$ cat src/rtl/shared_arb_pkg.sv
// Shared definitions for the shared-register arbiter: FSM encoding,
// default data width and a modulo-increment helper for the round-robin pointer.
package shared_arb_pkg;

  localparam int unsigned DEF_WIDTH = 32;

  typedef enum logic {
    IDLE  = 1'b0,
    GRANT = 1'b1
  } arb_state_e;

  // (idx + 1) mod n, for idx already in 0..n-1
  function automatic int unsigned wrap_inc(input int unsigned idx, input int unsigned n);
    return (idx + 1 >= n) ? 0 : idx + 1;
  endfunction

endpackage

$ cat src/rtl/shared_reg_arb_flopenr.sv
// N-bit register with load enable and asynchronous active-high clear.
module flopenr
  import shared_arb_pkg::*;
#(
  parameter int unsigned N = DEF_WIDTH
) (
  input  logic         clk,
  input  logic         rst,
  input  logic         en_i,
  input  logic [N-1:0] d_i,
  output logic [N-1:0] q_o
);

  logic [N-1:0] data_q;

  always_ff @(posedge clk or posedge rst) begin
    if (rst) begin
      data_q <= '0;
    end else if (en_i) begin
      data_q <= d_i;
    end
  end

  assign q_o = data_q;

endmodule

$ cat src/rtl/shared_reg_arb.sv
// Round-robin arbiter granting exclusive, time-limited write access to one
// shared register among NREQ requesters.
module shared_reg_arb
  import shared_arb_pkg::*;
#(
  parameter int unsigned N        = DEF_WIDTH,
  parameter int unsigned NREQ     = 4,
  parameter int unsigned MAX_HOLD = 8
) (
  input  logic                     clk,
  input  logic                     rst,
  input  logic [NREQ-1:0]          req,
  input  logic [NREQ*N-1:0]        wdata,
  output logic [NREQ-1:0]          gnt,
  output logic [$clog2(NREQ)-1:0]  owner,
  output logic                     busy,
  output logic [N-1:0]             q
);

  localparam int unsigned OW = $clog2(NREQ);
  localparam int unsigned HW = $clog2(MAX_HOLD + 1);

  arb_state_e      state_q;
  logic [NREQ-1:0] gnt_q;
  logic [OW-1:0]   owner_q;
  logic            busy_q;
  logic [OW-1:0]   ptr_q;
  logic [HW-1:0]   hold_q;

  logic            win_found_c;
  logic [OW-1:0]   win_idx_c;
  int              cand;
  logic            req_own_c;
  logic [N-1:0]    owner_wdata_c;
  logic            wr_en_c;
  logic [HW-1:0]   hold_inc_c;
  logic [OW-1:0]   next_ptr_c;
  logic            release_c;

  // Round-robin search: walk from the farthest offset down so the nearest
  // requester at or after ptr is the last (and winning) assignment.
  always_comb begin
    win_found_c = 1'b0;
    win_idx_c   = '0;
    cand        = 0;
    for (int k = int'(NREQ) - 1; k >= 0; k--) begin
      cand = int'(ptr_q) + k;
      if (cand >= int'(NREQ)) begin
        cand = cand - int'(NREQ);
      end
      if (req[OW'(cand)]) begin
        win_found_c = 1'b1;
        win_idx_c   = OW'(cand);
      end
    end
  end

  // Owner's request bit and write data, selected by the registered owner
  always_comb begin
    req_own_c     = 1'b0;
    owner_wdata_c = '0;
    for (int i = 0; i < int'(NREQ); i++) begin
      if (owner_q == OW'(i)) begin
        req_own_c     = req[i];
        owner_wdata_c = wdata[i*N +: N];
      end
    end
  end

  assign wr_en_c    = (state_q == GRANT) && req_own_c;
  assign hold_inc_c = hold_q + HW'(1);
  assign next_ptr_c = OW'(wrap_inc(32'(owner_q), NREQ));
  // Grant ends when the owner lets go or on the write that reaches the limit
  assign release_c  = !req_own_c || (hold_inc_c == HW'(MAX_HOLD));

  always_ff @(posedge clk or posedge rst) begin
    if (rst) begin
      state_q <= IDLE;
      gnt_q   <= '0;
      owner_q <= '0;
      busy_q  <= 1'b0;
      ptr_q   <= '0;
      hold_q  <= '0;
    end else begin
      case (state_q)
        IDLE: begin
          if (win_found_c) begin
            state_q <= GRANT;
            gnt_q   <= NREQ'(1) << win_idx_c;
            owner_q <= win_idx_c;
            busy_q  <= 1'b1;
            hold_q  <= '0;
          end
        end
        GRANT: begin
          if (wr_en_c) begin
            hold_q <= hold_inc_c;
          end
          if (release_c) begin
            state_q <= IDLE;
            gnt_q   <= '0;
            busy_q  <= 1'b0;
            ptr_q   <= next_ptr_c;
          end
        end
        default: begin
          state_q <= IDLE;
          gnt_q   <= '0;
          busy_q  <= 1'b0;
        end
      endcase
    end
  end

  flopenr #(
    .N(N)
  ) u_shared_q (
    .clk (clk),
    .rst (rst),
    .en_i(wr_en_c),
    .d_i (owner_wdata_c),
    .q_o (q)
  );

  assign gnt   = gnt_q;
  assign owner = owner_q;
  assign busy  = busy_q;

endmodule

$ cat config.mk
export PLATFORM = sky130hd
export DESIGN_NAME = shared_reg_arb
export DESIGN_NICKNAME = d
export VERILOG_FILES = /design/src/rtl/shared_arb_pkg.sv /design/src/rtl/shared_reg_arb_flopenr.sv /design/src/rtl/shared_reg_arb.sv
export SDC_FILE = /design/constraint.sdc
export NUM_CORES = 1
export LEC_CHECK = 0
export ABC_CLOCK_PERIOD_IN_PS = 3300
export CAP_MARGIN = 20
export CORE_MARGIN = 2
export CORE_UTILIZATION = 41
export DETAILED_ROUTE_END_ITERATION = 10
export PLACE_DENSITY_LB_ADDON = 0.12
export SYNTH_ARGS = -nofsm -noshare
export SYNTH_HDL_FRONTEND = slang
export SYNTH_SLANG_ARGS = --single-unit
$ cat constraint.sdc
create_clock -name clk -period 3.3 [get_ports clk]
set_input_delay 0.33 -clock clk [delete_from_list [all_inputs] [get_ports clk]]
set_output_delay 0.33 -clock clk [all_outputs]
set_load 0.05 [all_outputs]
After elaboration in Yosys (flattened, before gate mapping)
Index checks and enable logic that the tools add are counted.
{"block": "op_classes", "addsub": 9, "n_mul": 0, "n_div": 0, "n_lt_le_gt_ge": 9, "eq_ne": 7, "n_shift": 1, "n_mux": 45, "bitwise_logic": 1, "n_reduce_logical": 8}
{"op": "two-way mux 32 bit", "count": 4}
{"op": "two-way mux 1 bit", "count": 20}
{"op": "two-way mux 2 bit", "count": 9}
{"op": "< comparator 2 x 4 -> 1 bit (second input constant)", "count": 4}
{"op": "two-way mux 4 bit", "count": 4}
{"op": "case mux 4 bit (2 select lines)", "count": 2}
{"op": "greater-or-equal comparator 3 bit (second input constant)", "count": 4}
{"op": "binary-select mux 1 bit (select 2 bit)", "count": 4}
{"op": "AND reduction 2 bit", "count": 4}
{"op": "subtractor 2 x 1 -> 2 bit (second input constant)", "count": 4}
{"op": "adder 2 x 1 -> 3 bit (second input constant)", "count": 2}
{"op": "adder 2 x 2 -> 3 bit (second input constant)", "count": 2}
{"op": "adder 4 x 1 -> 4 bit (second input constant)", "count": 1}
{"op": "equality test 2 bit (second input constant)", "count": 2}
{"op": "equality test 4 bit (second input constant)", "count": 1}
{"op": "inequality test 2 x 1 -> 1 bit (second input constant)", "count": 2}
{"op": "case mux 1 bit (2 select lines)", "count": 2}
{"op": "left shift 1 x 2 -> 4 bit (first input constant)", "count": 1}
{"op": "greater-or-equal comparator 2 x 3 -> 1 bit (second input constant)", "count": 1}
{"op": "equality test 2 x 1 -> 1 bit (second input constant)", "count": 1}
{"op": "zero test 2 bit", "count": 1}
{"op": "inequality test 2 bit (second input constant)", "count": 1}
{"op": "logical AND 1 bit", "count": 1}
{"op": "zero test 1 bit", "count": 1}
{"op": "2 further kinds", "count": 2}
{"block": "totals", "ff_bits": 46, "latchBits": 0, "mem_bits_rw": 0, "rom_bits": 0, "wordCells": 87, "memories": 0}

Longest topological paths before layout
Gate-level depths: netlist (run 1).
{"block": "logic_depth", "word_depth": 13, "depth_mapped": 9, "depth_no_buf": 6}

Hierarchy
A second synthesis (run 1) with hierarchy kept.
{"block": "hier_totals", "cells_unflattened": 304, "area_unflattened_um2": 3123.0}
{"mod": "shared_reg_arb", "n_inst": 1, "cells_per_inst": 235, "area_each_um2": 1774.2, "seq_area_each_um2": 350.3}
{"mod": "flopenr", "n_inst": 1, "cells_per_inst": 69, "area_each_um2": 1348.8, "seq_area_each_um2": 800.8}

Least setup slack after synthesis (run 1)
No wires, ideal clock.
{"block": "synth_path", "path_type": "reg2reg", "start": "register owner_q[1], in the netlist owner[1]", "end": "register ptr_q[0]", "arrival_ps": 2065, "required_time_ps": 3175, "path_slack_ps": 1110, "stages_incl_launch_ff": 8, "n_path_buf": 1, "path_cell_list": "dfrtp_1 > inv_1 > ha_1 > buf_6 > a211o_1 > o211ai_1 > o21a_2 > mux2_2"}
{"block": "synth_via", "elab_chain_len": 8}
{"element": "start: declaration", "line_no": "shared_reg_arb.sv:25", "text": "logic [OW-1:0] owner_q;"}
{"element": "start signal: assignment", "line_no": "shared_reg_arb.sv:90", "text": "owner_q <= win_idx_c;"}
{"element": "zero test 2 bit", "line_no": "shared_reg_arb.sv:63", "text": "if (owner_q == OW'(i)) begin"}
{"element": "two-way mux 1 bit (4 in series)", "line_no": "shared_reg_arb.sv:63"}
{"element": "zero test 1 bit", "line_no": "shared_reg_arb.sv:74", "text": "assign release_c = !req_own_c || (hold_inc_c == HW'(MAX_HOLD));"}
{"element": "logical OR 1 bit", "line_no": "shared_reg_arb.sv:74"}
{"element": "AND reduction 2 bit (no line)"}
{"element": "end signal: assignment", "line_no": "shared_reg_arb.sv:103", "text": "ptr_q <= next_ptr_c;"}
{"element": "end: declaration", "line_no": "shared_reg_arb.sv:27", "text": "logic [OW-1:0] ptr_q;"}
Parallel ways exist; a longest one is shown, timed or not.
A chain may end at the register's enable or synchronous reset.

Final worst setup path (run 1)
{"block": "layout_path", "start": "register owner_q[0], in the netlist owner[0]", "end": "register u_shared_q.data_q[31], in the netlist u_shared_q.q_o[31]"}
{"block": "layout_via", "elab_chain_len": 6}
{"element": "zero test 2 bit", "line_no": "shared_reg_arb.sv:63"}
{"element": "two-way mux 1 bit (4 in series)", "line_no": "shared_reg_arb.sv:63"}
{"element": "logical AND 1 bit", "line_no": "shared_reg_arb.sv:70", "text": "assign wr_en_c = (state_q == GRANT) && req_own_c;"}
{"element": "end signal: assignment", "line_no": "shared_reg_arb_flopenr.sv:20", "text": "data_q <= d_i;"}
{"element": "end: declaration", "line_no": "shared_reg_arb_flopenr.sv:14", "text": "logic [N-1:0] data_q;"}
Parallel ways exist; a longest one is shown, timed or not.

==> summary.md, run 1 <==
| Metric | Value |
|---|---|
| Status | `finished, final reports clean` |
| Synthesized-area fraction occupied by adder cells | `approximately 2.2%` |
| Slew of the pin with the lowest slew margin | `between 0.9 and 1 ns` |
| Worst EP required | `3.48 ns` |
| Tcrit/Tclk final | `about 77%` |
| Total CTS buffers | `5` |
| Post-synthesis simple-gate area fraction | `under 10%` |
| Compound-gate portion of the synthesized area | `a little under two fifths` |
| DRT iter0 DRCs | `roughly 110` |
| Syn Nets | `478` |
| Total track usage | `a little under a quarter` |
| Initial Util | `42.49%` |
| Overflow after GRT | `0` |
| Final hold violation count | `0` |
| Die Area | `between 7000 and 8000 µm²` |
| Number of max-cap violations | `0` |
| Final Setup Violations | `0` |
| FMAX | `between 300 and 400 MHz` |
| Synth Area in XOR/XNOR | `0%` |
| Nets@finish | `between 600 and 700` |
| Layout cells sized above 1 | `around 5.0%` |
| Final Slew Violations | `0` |
| Via density | `about 5.3` |
| Placed Cells | `584` |
| Most frequent cells in the layout | `172 x clkdlybuf4s50_1, 46 x dfrtp_1, 40 x nand2_1` |
| Met3 Use GR | `approximately 6.4%` |
| WL/cell | `around 15 µm` |
| Cell taking the most area after synthesis | `dfrtp_1` |
| Critical path launch point | `owner[0]` |
| Non-filler instance count after layout | `slightly below 600` |
| Detailed Routing Iterations Pass 1 | `5` |
| Rel. slew slack | `a little under two fifths` |
| Clk_skew | `0.009054 ns` |
| Register bit total from synthesis | `46` |
| Syn_area_per_cell | `8.515 µm²` |
| CP arrival | `2.72 ns` |
| Fillers | `~540` |
| Longest Clk Path Bufs | `2` |
| Final RePlAce weighted congestion | `between 0.7 and 0.8` |
| ANT nets after route | `0` |
| Largest family of logic cells by synthesized area | `compound AO/OA/AOI/OAI gates` |
| DP Wirelength | `6848 µm` |
| Leak | `0.002069 µW` |
| Kind of critical path | `flop to flop` |
| Final Critical Period | `2.534 ns` |
| RSZ-0062 raised after global routing | `no` |
| Root Driver | `clkbuf_8` |
| First-pass GRT wire length | `13930 µm` |
| Initial antenna violation count | `0` |
| Layout area overhead | `65.15%` |
| Met1 usage in global routing | `between 20% and 30%` |
| Mapped cell area | `2887 µm²` |
| Critical Path Start Type | `flop` |
| GRT busiest layer | `met2` |
| Crit-path slowest cell | `ha_2` |
| Die Wd | `87.91 µm` |
| Post-CTS Setup Inserts | `0` |
| CTS resizes | `0` |
| CTS tree | `done` |
| Cell variety after synth | `37` |
| Seq/Total Area, Yosys | `about two fifths` |
| Leading cell type in the layout, fill and taps excluded | `clkdlybuf4s50_1` |
| Ys Warns | `0` |
| CP cell instances | `inv_1, ha_2, or3b_1, o2111ai_4, buf_16, buf_4, o21ai_0` |
| Cells after Synth | `about 340` |
| Routed WL | `about 9000 µm` |
| Crit Path Max Fanout | `31` |
| Post-route DRC | `0` |
| Via count | `3127` |
| R2r startpoint | `owner[0]` |
| Hold Crit Start | `u_shared_q.q_o[1]` |
| Worst Hold Class | `flop to flop` |
| Max stage delay on crit path | `0.57 ns` |
| Vias in the first global route | `~2900` |
| CTS H-Tree Depth | `2` |
| Maximum vdd drop | `~530 µV` |
| Cell area power density | `approximately 930 nW/µm²` |
| Yosys top cell area share | `39.88%` |
| Rows | `30` |
| Pin count of the biggest net entering global routing | `50` |
| Setup TNS | `0 ns` |
| M2 GR Usage | `a little under two fifths` |
| Port bufs | `approximately 170` |
| Core Area | `roughly 6800 µm²` |
| Clk slew on worst S/H paths | `0.08 ns` |
| I/O pins | `roughly 170` |
| ANT cells | `0` |
| Mux contribution to synthesized area | `under 10%` |
| Synth top area cells | `dfrtp_1 40%, a221o_1 11%, a22oi_1 8.3%` |
| Clock sinks | `46` |
| Post-cts hold buffer count | `0` |
| Clock latency at the later pin of the worst-skew pair | `about 0.30 ns` |
| CP endpoint kind | `flop` |
| Floorplan die height | `87.91 µm` |
layer usage:
metal	up-vias	share of wire, %
met5	-	0
met4	0	2.3
met3	15	9.6
met2	139	46
met1	1421	42
li1	1552	-
where the power goes:
group / total (µW) / switching (µW) / internal [µW]
combinational: 3090 / 1870 / 1220
clock: 353 / 184 / 169
sequential: 973 / 159 / 813
registers in the layout, summed over array words and instances, names as in the netlist:
name / flops
state_q: 1
gnt: 4
u_shared_q.q_o: 32
hold_q: 4
busy: 1
ptr_q: 2
owner: 2
final timing paths:
kind                                            to  slack, ns  cells past startpoint
min in group asynchronous       u_shared_q.q_o[21]       0.55                      2
worst min-delay path             u_shared_q.q_o[1]       0.48                      2
max in group asynchronous       u_shared_q.q_o[12]       2.15                      2
worst max-delay path            u_shared_q.q_o[31]       0.77                      7
worst min register to register   u_shared_q.q_o[1]       0.48                      2
worst max register to register  u_shared_q.q_o[31]       0.77                      7
cell usage after synthesis:
library cell,number
dfrtp_1,46
inv_1,40
nand2_1,40
a21oi_1,38
o21ai_0,38
a22oi_1,32
a221o_1,31
clkbuf_1,15
buf_2,6
ha_1,5
buf_4,4
nand3_1,4
nor2_1,4
a21o_1,3
nand2b_1,3
o22ai_1,3
a211o_1,2
buf_1,2
buf_6,2
mux2_2,2
nor3b_1,2
o2bb2ai_1,2
a211oi_1,1
a21bo_2,1
and3b_1,1
clkbuf_2,1
mux2i_1,1
nand3b_1,1
nor2b_1,1
nor4_1,1
o2111ai_2,1
o211ai_1,1
o211ai_2,1
o21a_2,1
o31ai_1,1
or3_1,1
or3b_1,1
cell type report:
| type | instances | area (µm²) | share of cell area (%) |
|---|---|---|---|
| multi-input combinational | 223 | 1453 | 30.47 |
| clock buffer | 7 | 86.33 | 1.811 |
| inverter | 40 | 150.1 | 3.150 |
| tap | 96 | 120.1 | 2.520 |
| clock inverter | 1 | 5.005 | 0.1050 |
| timing repair buffer | 180 | 1802 | 37.80 |
| sequential | 46 | 1151 | 24.15 |
worst max-delay path: cells and delay by family (launching register included):
kind | cells | cell delay [ns]
adder cells (fa/ha/maj) | 1 | 0.57
buffers and inverters | 3 | 0.52
AND/OR/NAND/NOR | 1 | 0.47
flip-flops | 1 | 0.46
AO/OA/AOI/OAI | 2 | 0.39
cell families after synthesis:
| group | count (synthesis) |
|---|---|
| adders and majority gates | 5 |
| and+or+nand+nor | 59 |
| muxes | 3 |
| buffers and inverters | 70 |
| AOI/OAI and AO/OA | 156 |
| DFF | 46 |
through the flow:
step | setup WS [ns] | hold slack (ns) | total power [µW] | util (%) | instance area (µm²)
floorplan | 1.110 | 0.4949 | 3110 | - | 2887
global placement | 0.6887 | 0.4625 | 3985 | 68.42 | 4648
detailed placement | 0.5485 | 0.4695 | 4037 | 68.42 | 4648
CTS | 0.5200 | 0.4880 | 4393 | 69.76 | 4740
global route | 0.5449 | 0.5098 | 4741 | 70.17 | 4767
finish | 0.7657 | 0.4811 | 4412 | 70.17 | 4767
(Power assumes the default switching activity.)
==> run 2: changes to the inputs <==
ABC_CLOCK_PERIOD_IN_PS = 2300   (was 3300)
CORE_UTILIZATION = 34   (was 41)
clock period = 2.3 ns   (was 3.3 ns; I/O delays follow)
==> run 2 against run 1 <==
Effect of this change: die area rose by 20%; register-to-register slack got worse by 0.62 ns; hold slack got worse by 0.18 ns; critical endpoint is now ptr_q[0]; largest power group unchanged.
==> summary.md, run 2 (synthesis gave the netlist of run 1 again) <==
| Metric | Value |
|---|---|
| Status | `finished, final reports clean (unchanged)` |
| Cell area power density | `1306 nW/µm² (was 925.4 nW/µm²)` |
| Internal power | `3138 µW (was 2203 µW)` |
| P_sw | `3149 µW (was 2209 µW)` |
| Total track usage | `20.16% (was 22.99%)` |
| Nets@finish | `641 (was 635)` |
| Layout cells sized above 1 | `6.175% (was 5.030%)` |
| Core Area | `8217 µm² (was 6794 µm²)` |
| Crit Path Max Fanout | `20 (was 31)` |
| Number of flip-flops under the largest register name | `32 (unchanged)` |
| Combinational Power Share | `70.5% (was 70.0%)` |
| Pin count of the biggest net entering global routing | `47 (was 50)` |
| RSZ-0062 raised after global routing | `yes (was no)` |
| Via density | `5.269 (was 5.273)` |
| Clk slew on worst S/H paths | `0.09 ns (was 0.08 ns)` |
| Leak | `0.002097 µW (was 0.002069 µW)` |
| Clock latency at the later pin of the worst-skew pair | `0.30 ns (about the same)` |
| Post-cts hold buffer count | `0 (unchanged)` |
| DP Wirelength | `7440 µm (was 6848 µm)` |
| Flop pwr share | `22.1% (was 22.0%)` |
| Sw Ratio | `50.08% (was 50.06%)` |
| Final Slew Violations | `0 (unchanged)` |
| FMAX | `464.2 MHz (was 394.6 MHz)` |
| ANT cells | `0 (unchanged)` |
| Overflow after GRT | `0 (unchanged)` |
| CTS H-Tree Depth | `2 (unchanged)` |
| Reg2reg end | `ptr_q[0] (was u_shared_q.q_o[31])` |
| Total CTS buffers | `5 (unchanged)` |
| Non-filler instance count after layout | `607 (was 593)` |
| Routed WL | `9852 µm (was 9121 µm)` |
| Die Area | `9243 µm² (was 7727 µm²)` |
| Placed Cells | `600 (was 584)` |
| Clk_skew | `0.006249 ns (was 0.009054 ns)` |
| Rel. slew slack | `62.34% (was 36.93%)` |
| PnR worst setup slack | `0.1458 ns (was 0.7657 ns)` |
| Post-route DRC | `0 (unchanged)` |
| Slew of the pin with the lowest slew margin | `0.5598 ns (was 0.9447 ns)` |
| Worst R2R Setup Slack | `0.15 ns (was 0.77 ns)` |
| Initial antenna violation count | `0 (unchanged)` |
| Initial Util | `35.13% (was 42.49%)` |
| Worst Hold Class | `input port to asynchronous set/reset pin (was flop to flop)` |
| Final Critical Period | `2.154 ns (was 2.534 ns)` |
| Floorplan die height | `96.14 µm (was 87.91 µm)` |
| Via count | `3198 (was 3127)` |
| Worst EP required | `2.48 ns (was 3.48 ns)` |
| Reg2Reg Depth | `7 (unchanged)` |
| I/O pins | `173 (unchanged)` |
| First-pass GRT wire length | `14550 µm (was 13930 µm)` |
| Maximum vdd drop | `921.0 µV (was 527.7 µV)` |
| Final hold violation count | `0 (unchanged)` |
| WL/cell | `16.23 µm (was 15.38 µm)` |
| Pre-CTS setup slack | `0.03386 ns (was 0.5485 ns)` |
| Number of max-cap violations | `0 (unchanged)` |
| Most frequent cells in the layout | `172 x clkdlybuf4s50_1, 46 x dfrtp_1, 40 x nand2_1 (unchanged)` |
| Final RePlAce weighted congestion | `0.8110 (was 0.7536)` |
| Layout area overhead | `66.84% (was 65.15%)` |
| R2r startpoint | `owner[1] (was owner[0])` |
| Overall power | `6287 µW (was 4412 µW)` |
| Port bufs | `172 (unchanged)` |
| Detailed Routing Iterations Pass 1 | `4 (was 5)` |
| Post-CTS Setup Inserts | `0 (unchanged)` |
| Clock sinks | `46 (unchanged)` |
| Root Driver | `clkbuf_8 (unchanged)` |
| Setup TNS | `0 ns (unchanged)` |
| Leading cell type in the layout, fill and taps excluded | `clkdlybuf4s50_1 (unchanged)` |
| Kind of critical path | `flop to flop (unchanged)` |
| Longest Clk Path Bufs | `2 (unchanged)` |
| Tcrit/Tclk final | `93.66% (was 76.80%)` |
| DRT iter0 DRCs | `123 (was 114)` |
| Final Setup Violations | `0 (unchanged)` |
| CTS tree | `done (unchanged)` |
| CP arrival | `2.34 ns (was 2.72 ns)` |
| ANT nets after route | `0 (unchanged)` |
| Vias in the first global route | `3041 (was 2937)` |
| CP endpoint kind | `flop (unchanged)` |
| Die Wd | `96.14 µm (was 87.91 µm)` |
| Clock power frac | `7.4% (was 8.0%)` |
| Critical Path Start Type | `flop (unchanged)` |
| Rows | `33 (was 30)` |
-- run 2: cell type report --
type                       count  area [µm²]
tap                          105       131.4
clock inverter                 2       10.01
sequential                    46        1151
inverter                      40       150.1
multi-input combinational    223        1458
timing repair buffer         186        1847
fill                         754        3401
clock buffer                   5       68.82
-- run 2: how the worst max path moves through the flow --
stage | to | startpoint | slack [ns] | depth (start not counted)
2_1_floorplan | ptr_q[0] | owner[1] | 0.11 | 7
3_3_place_gp | u_shared_q.q_o[21] | owner[1] | 0.15 | 7
3_5_place_dp | u_shared_q.q_o[21] | owner[1] | 0.03 | 7
4_1_cts | hold_q[1] | owner[1] | 0.01 | 8
5_1_grt | state_q | owner[1] | -0.007 | 7
6_report | ptr_q[0] | owner[1] | 0.15 | 7
-- run 2: timing repair --
action | 4_1_cts | 5_1_grt
endpoints found under the setup margin | 1 | 31
resized for setup | 1 | 2
pin swaps | 0 | 0
-- run 2: power by group through the flow --
stage	combinational (µW)	sequential, µW	clock [µW]
after global routing	4830	1430	517
after CTS	4460	1390	489
after floorplan	2070	2390	0
final	4430	1390	467
after global placement	4370	1390	0
after detailed placement	4440	1410	0
-- run 2: stage by stage --
step	cell area [µm²]	util, %	hold WS, ns
2_1_floorplan	2887	-	0.4441
3_3_place_gp	4725	57.50	0.4624
3_5_place_dp	4725	57.50	0.4689
4_1_cts	4808	58.52	0.3271
5_1_grt	4816	58.61	0.3557
6_report	4816	58.61	0.3044
-- run 2: per-layer routing --
| layer | up-vias | wire (µm) | GRT usage, % |
|---|---|---|---|
| met5 | - | 0 | 0 |
| met4 | 0 | 115 | 5.119 |
| met3 | 10 | 739 | 3.524 |
| met2 | 123 | 5025 | 35.47 |
| met1 | 1505 | 3971 | 25.44 |
| li1 | 1560 | - | - |
-- run 2: worst max-delay path: stages (launching register included) --
cell and delay [ns]:
dfrtp_1 0.44, inv_1 0.10, ha_1 0.26, buf_6 0.23, and3b_1 0.24, o211ai_1 0.18
o21a_2 0.24, mux2_2 0.34
==> run 3: changes to the inputs <==
MAX_ROUTING_LAYER = met4   (was unset)
==> run 3 against run 2 <==
Effect of this change: hold slack improved by 0.0018 ns; first-iteration DRC count fell by 15%; critical path depth did not move; cell area did not move; fmax rose by 0.45%; via count fell by 0.31%; non-clock buffer count did not move; routed wire length fell by 0.32%; largest power group unchanged; register-to-register slack barely moved.
==> summary.md, run 3 (synthesis gave the netlist of run 1 again) <==
| Metric | Value |
|---|---|
| Number of flip-flops under the largest register name | `32 (unchanged)` |
| CP arrival | `2.33 ns (was 2.34 ns)` |
| Layout area overhead | `66.84% (unchanged)` |
| Longest Clk Path Bufs | `2 (unchanged)` |
| Number of max-cap violations | `0 (unchanged)` |
| Total CTS buffers | `5 (unchanged)` |
| Layout cells sized above 1 | `6.175% (unchanged)` |
| Slew of the pin with the lowest slew margin | `0.6035 ns (was 0.5598 ns)` |
| Floorplan die height | `96.14 µm (unchanged)` |
| Tcrit/Tclk final | `93.24% (was 93.66%)` |
| Met1 usage in global routing | `25.69% (was 25.44%)` |
| Rel. slew slack | `59.40% (was 62.34%)` |
| Maximum vdd drop | `917.5 µV (was 921.0 µV)` |
| Via density | `5.252 (was 5.269)` |
| Via count | `3188 (was 3198)` |
| CTS tree | `done (unchanged)` |
| Max stage delay on crit path | `0.44 ns (about the same)` |
| CP endpoint kind | `flop (unchanged)` |
| Met3 Use GR | `3.054% (was 3.524%)` |
| Initial Util | `35.13% (unchanged)` |
| Crit Path Max Fanout | `20 (unchanged)` |
| Vias in the first global route | `3050 (was 3041)` |
| Cell area power density | `1306 nW/µm² (about the same)` |
| M2 GR Usage | `35.53% (was 35.47%)` |
| Die Wd | `96.14 µm (unchanged)` |
| Total track usage | `20.73% (was 20.16%)` |
| Pin count of the biggest net entering global routing | `47 (unchanged)` |
| Core Area | `8217 µm² (unchanged)` |
| Post-route DRC | `0 (unchanged)` |
| Detailed Routing Iterations Pass 1 | `8 (was 4)` |
| Pre-CTS setup slack | `0.03386 ns (unchanged)` |
| WL/cell | `16.18 µm (was 16.23 µm)` |
| Final Slew Violations | `0 (unchanged)` |
| I/O pins | `173 (unchanged)` |
| Clock sinks | `46 (unchanged)` |
| Levels on crit path | `7 (unchanged)` |
| Kind of cell adding the most delay to the critical path | `flip-flops (unchanged)` |
| Clk slew on worst S/H paths | `0.09 ns (about the same)` |
| DP Wirelength | `7440 µm (unchanged)` |
| RSZ-0062 raised after global routing | `yes (unchanged)` |
| Die Area | `9243 µm² (unchanged)` |
| Fillers | `754 (unchanged)` |
| GRT busiest layer | `met2 (unchanged)` |
| ANT nets after route | `0 (unchanged)` |
| Post-cts hold buffer count | `0 (unchanged)` |
| Worst EP required | `2.48 ns (about the same)` |
| Final Setup Violations | `0 (unchanged)` |
| WP buf/inv | `2 (unchanged)` |
| Overflow after GRT | `0 (unchanged)` |
| Root Driver | `clkbuf_8 (unchanged)` |
| CP cell instances | `inv_1, ha_1, buf_6, and3b_1, o211ai_1, o21a_2, mux2_2 (unchanged)` |
| Port bufs | `172 (unchanged)` |
| Most frequent cells in the layout | `172 x clkdlybuf4s50_1, 46 x dfrtp_1, 40 x nand2_1 (unchanged)` |
| ANT cells | `0 (unchanged)` |
| Rows | `33 (unchanged)` |
| FMAX | `466.3 MHz (was 464.2 MHz)` |
| Final RePlAce weighted congestion | `0.8230 (was 0.8110)` |
| CTS H-Tree Depth | `2 (unchanged)` |
| Initial antenna violation count | `0 (unchanged)` |
| Final hold violation count | `0 (unchanged)` |
| Worst Hold Class | `input port to asynchronous set/reset pin (unchanged)` |
| Nets@finish | `641 (unchanged)` |
| Worst R2R Setup Slack | `0.16 ns (was 0.15 ns)` |
| Leak | `0.002097 µW (unchanged)` |
| Final Critical Period | `2.145 ns (was 2.154 ns)` |
| Crit-path slowest cell | `dfrtp_1 (unchanged)` |
| R2r startpoint | `owner[1] (unchanged)` |
| Post-CTS Setup Inserts | `0 (unchanged)` |
| Clock latency at the later pin of the worst-skew pair | `0.30 ns (about the same)` |
| Reg2reg end | `ptr_q[1] (was ptr_q[0])` |
| DRT iter0 DRCs | `104 (was 123)` |
| Status | `finished, final reports clean (unchanged)` |
| First-pass GRT wire length | `14550 µm (unchanged)` |
| Overall power | `6289 µW (was 6287 µW)` |
| Critical Path Start Type | `flop (unchanged)` |
| Clk_skew | `0.008206 ns (was 0.006249 ns)` |
| Reg2Reg Depth | `7 (unchanged)` |
| Routed WL | `9820 µm (was 9852 µm)` |
| PnR worst setup slack | `0.1555 ns (was 0.1458 ns)` |
| Kind of critical path | `flop to flop (unchanged)` |
| Leading cell type in the layout, fill and taps excluded | `clkdlybuf4s50_1 (unchanged)` |
[run 3: cell counts in the layout (fill, tap and decap cells not counted)]
Identical to the previous run, type by type.
[run 3: timing repair]
action	4_1_cts	5_1_grt
setup endpoints to repair	1	31
cloned	0	0
resized for setup	1	2
[run 3: power breakdown]
| part | total (µW) | switching, µW | internal [µW] |
|---|---|---|---|
| Combinational | 4430 | 2660 | 1770 |
| Clock | 470 | 265 | 204 |
| Sequential | 1390 | 223 | 1170 |
[run 3: worst reg2reg max path, delay by kind of cell (launching register included)]
kind | cells | cell delay [ns]
flops | 1 | 0.44
fa+ha+maj | 1 | 0.26
buf+inv | 2 | 0.33
compound gates | 2 | 0.42
simple gates | 1 | 0.24
mux | 1 | 0.34
[run 3: worst max path at each step]
stage | from | endpoint | slack, ns
2_1_floorplan | owner[1] | ptr_q[0] | 0.11
3_3_place_gp | owner[1] | u_shared_q.q_o[21] | 0.15
3_5_place_dp | owner[1] | u_shared_q.q_o[21] | 0.03
4_1_cts | owner[1] | hold_q[1] | 0.01
5_1_grt | owner[1] | state_q | -0.007
6_report | owner[1] | ptr_q[1] | 0.16
[run 3: layout make-up]
type                    instances  area [µm²]  share of cell area (%)
multi-input cells             223        1458                   30.27
well taps                     105       131.4                   2.728
clock inverters                 2       10.01                  0.2078
repair buffers                186        1847                   38.35
clock buffers                   5       68.82                   1.429
flip-flops and latches         46        1151                   23.90
inverters                      40       150.1                   3.118
[run 3: metal layers]
| metal | part of all wire, % | up-vias |
|---|---|---|
| li1 | - | 1559 |
| met1 | 41 | 1499 |
| met2 | 51 | 120 |
| met3 | 6.9 | 10 |
| met4 | 1.2 | 0 |
| met5 | 0 | - |
[run 3: per-stage QoR]
step	instance area, µm²	util [%]	std cells	hold WS (ns)	setup TNS, ns
3_5_place_dp	4725	57.50	600	0.4689	0
3_3_place_gp	4725	57.50	600	0.4624	0
2_1_floorplan	2887	-	339	0.4441	0
4_1_cts	4808	58.52	607	0.3271	0
6_report	4816	58.61	607	0.3062	0
5_1_grt	4816	58.61	607	0.3557	-0.007065
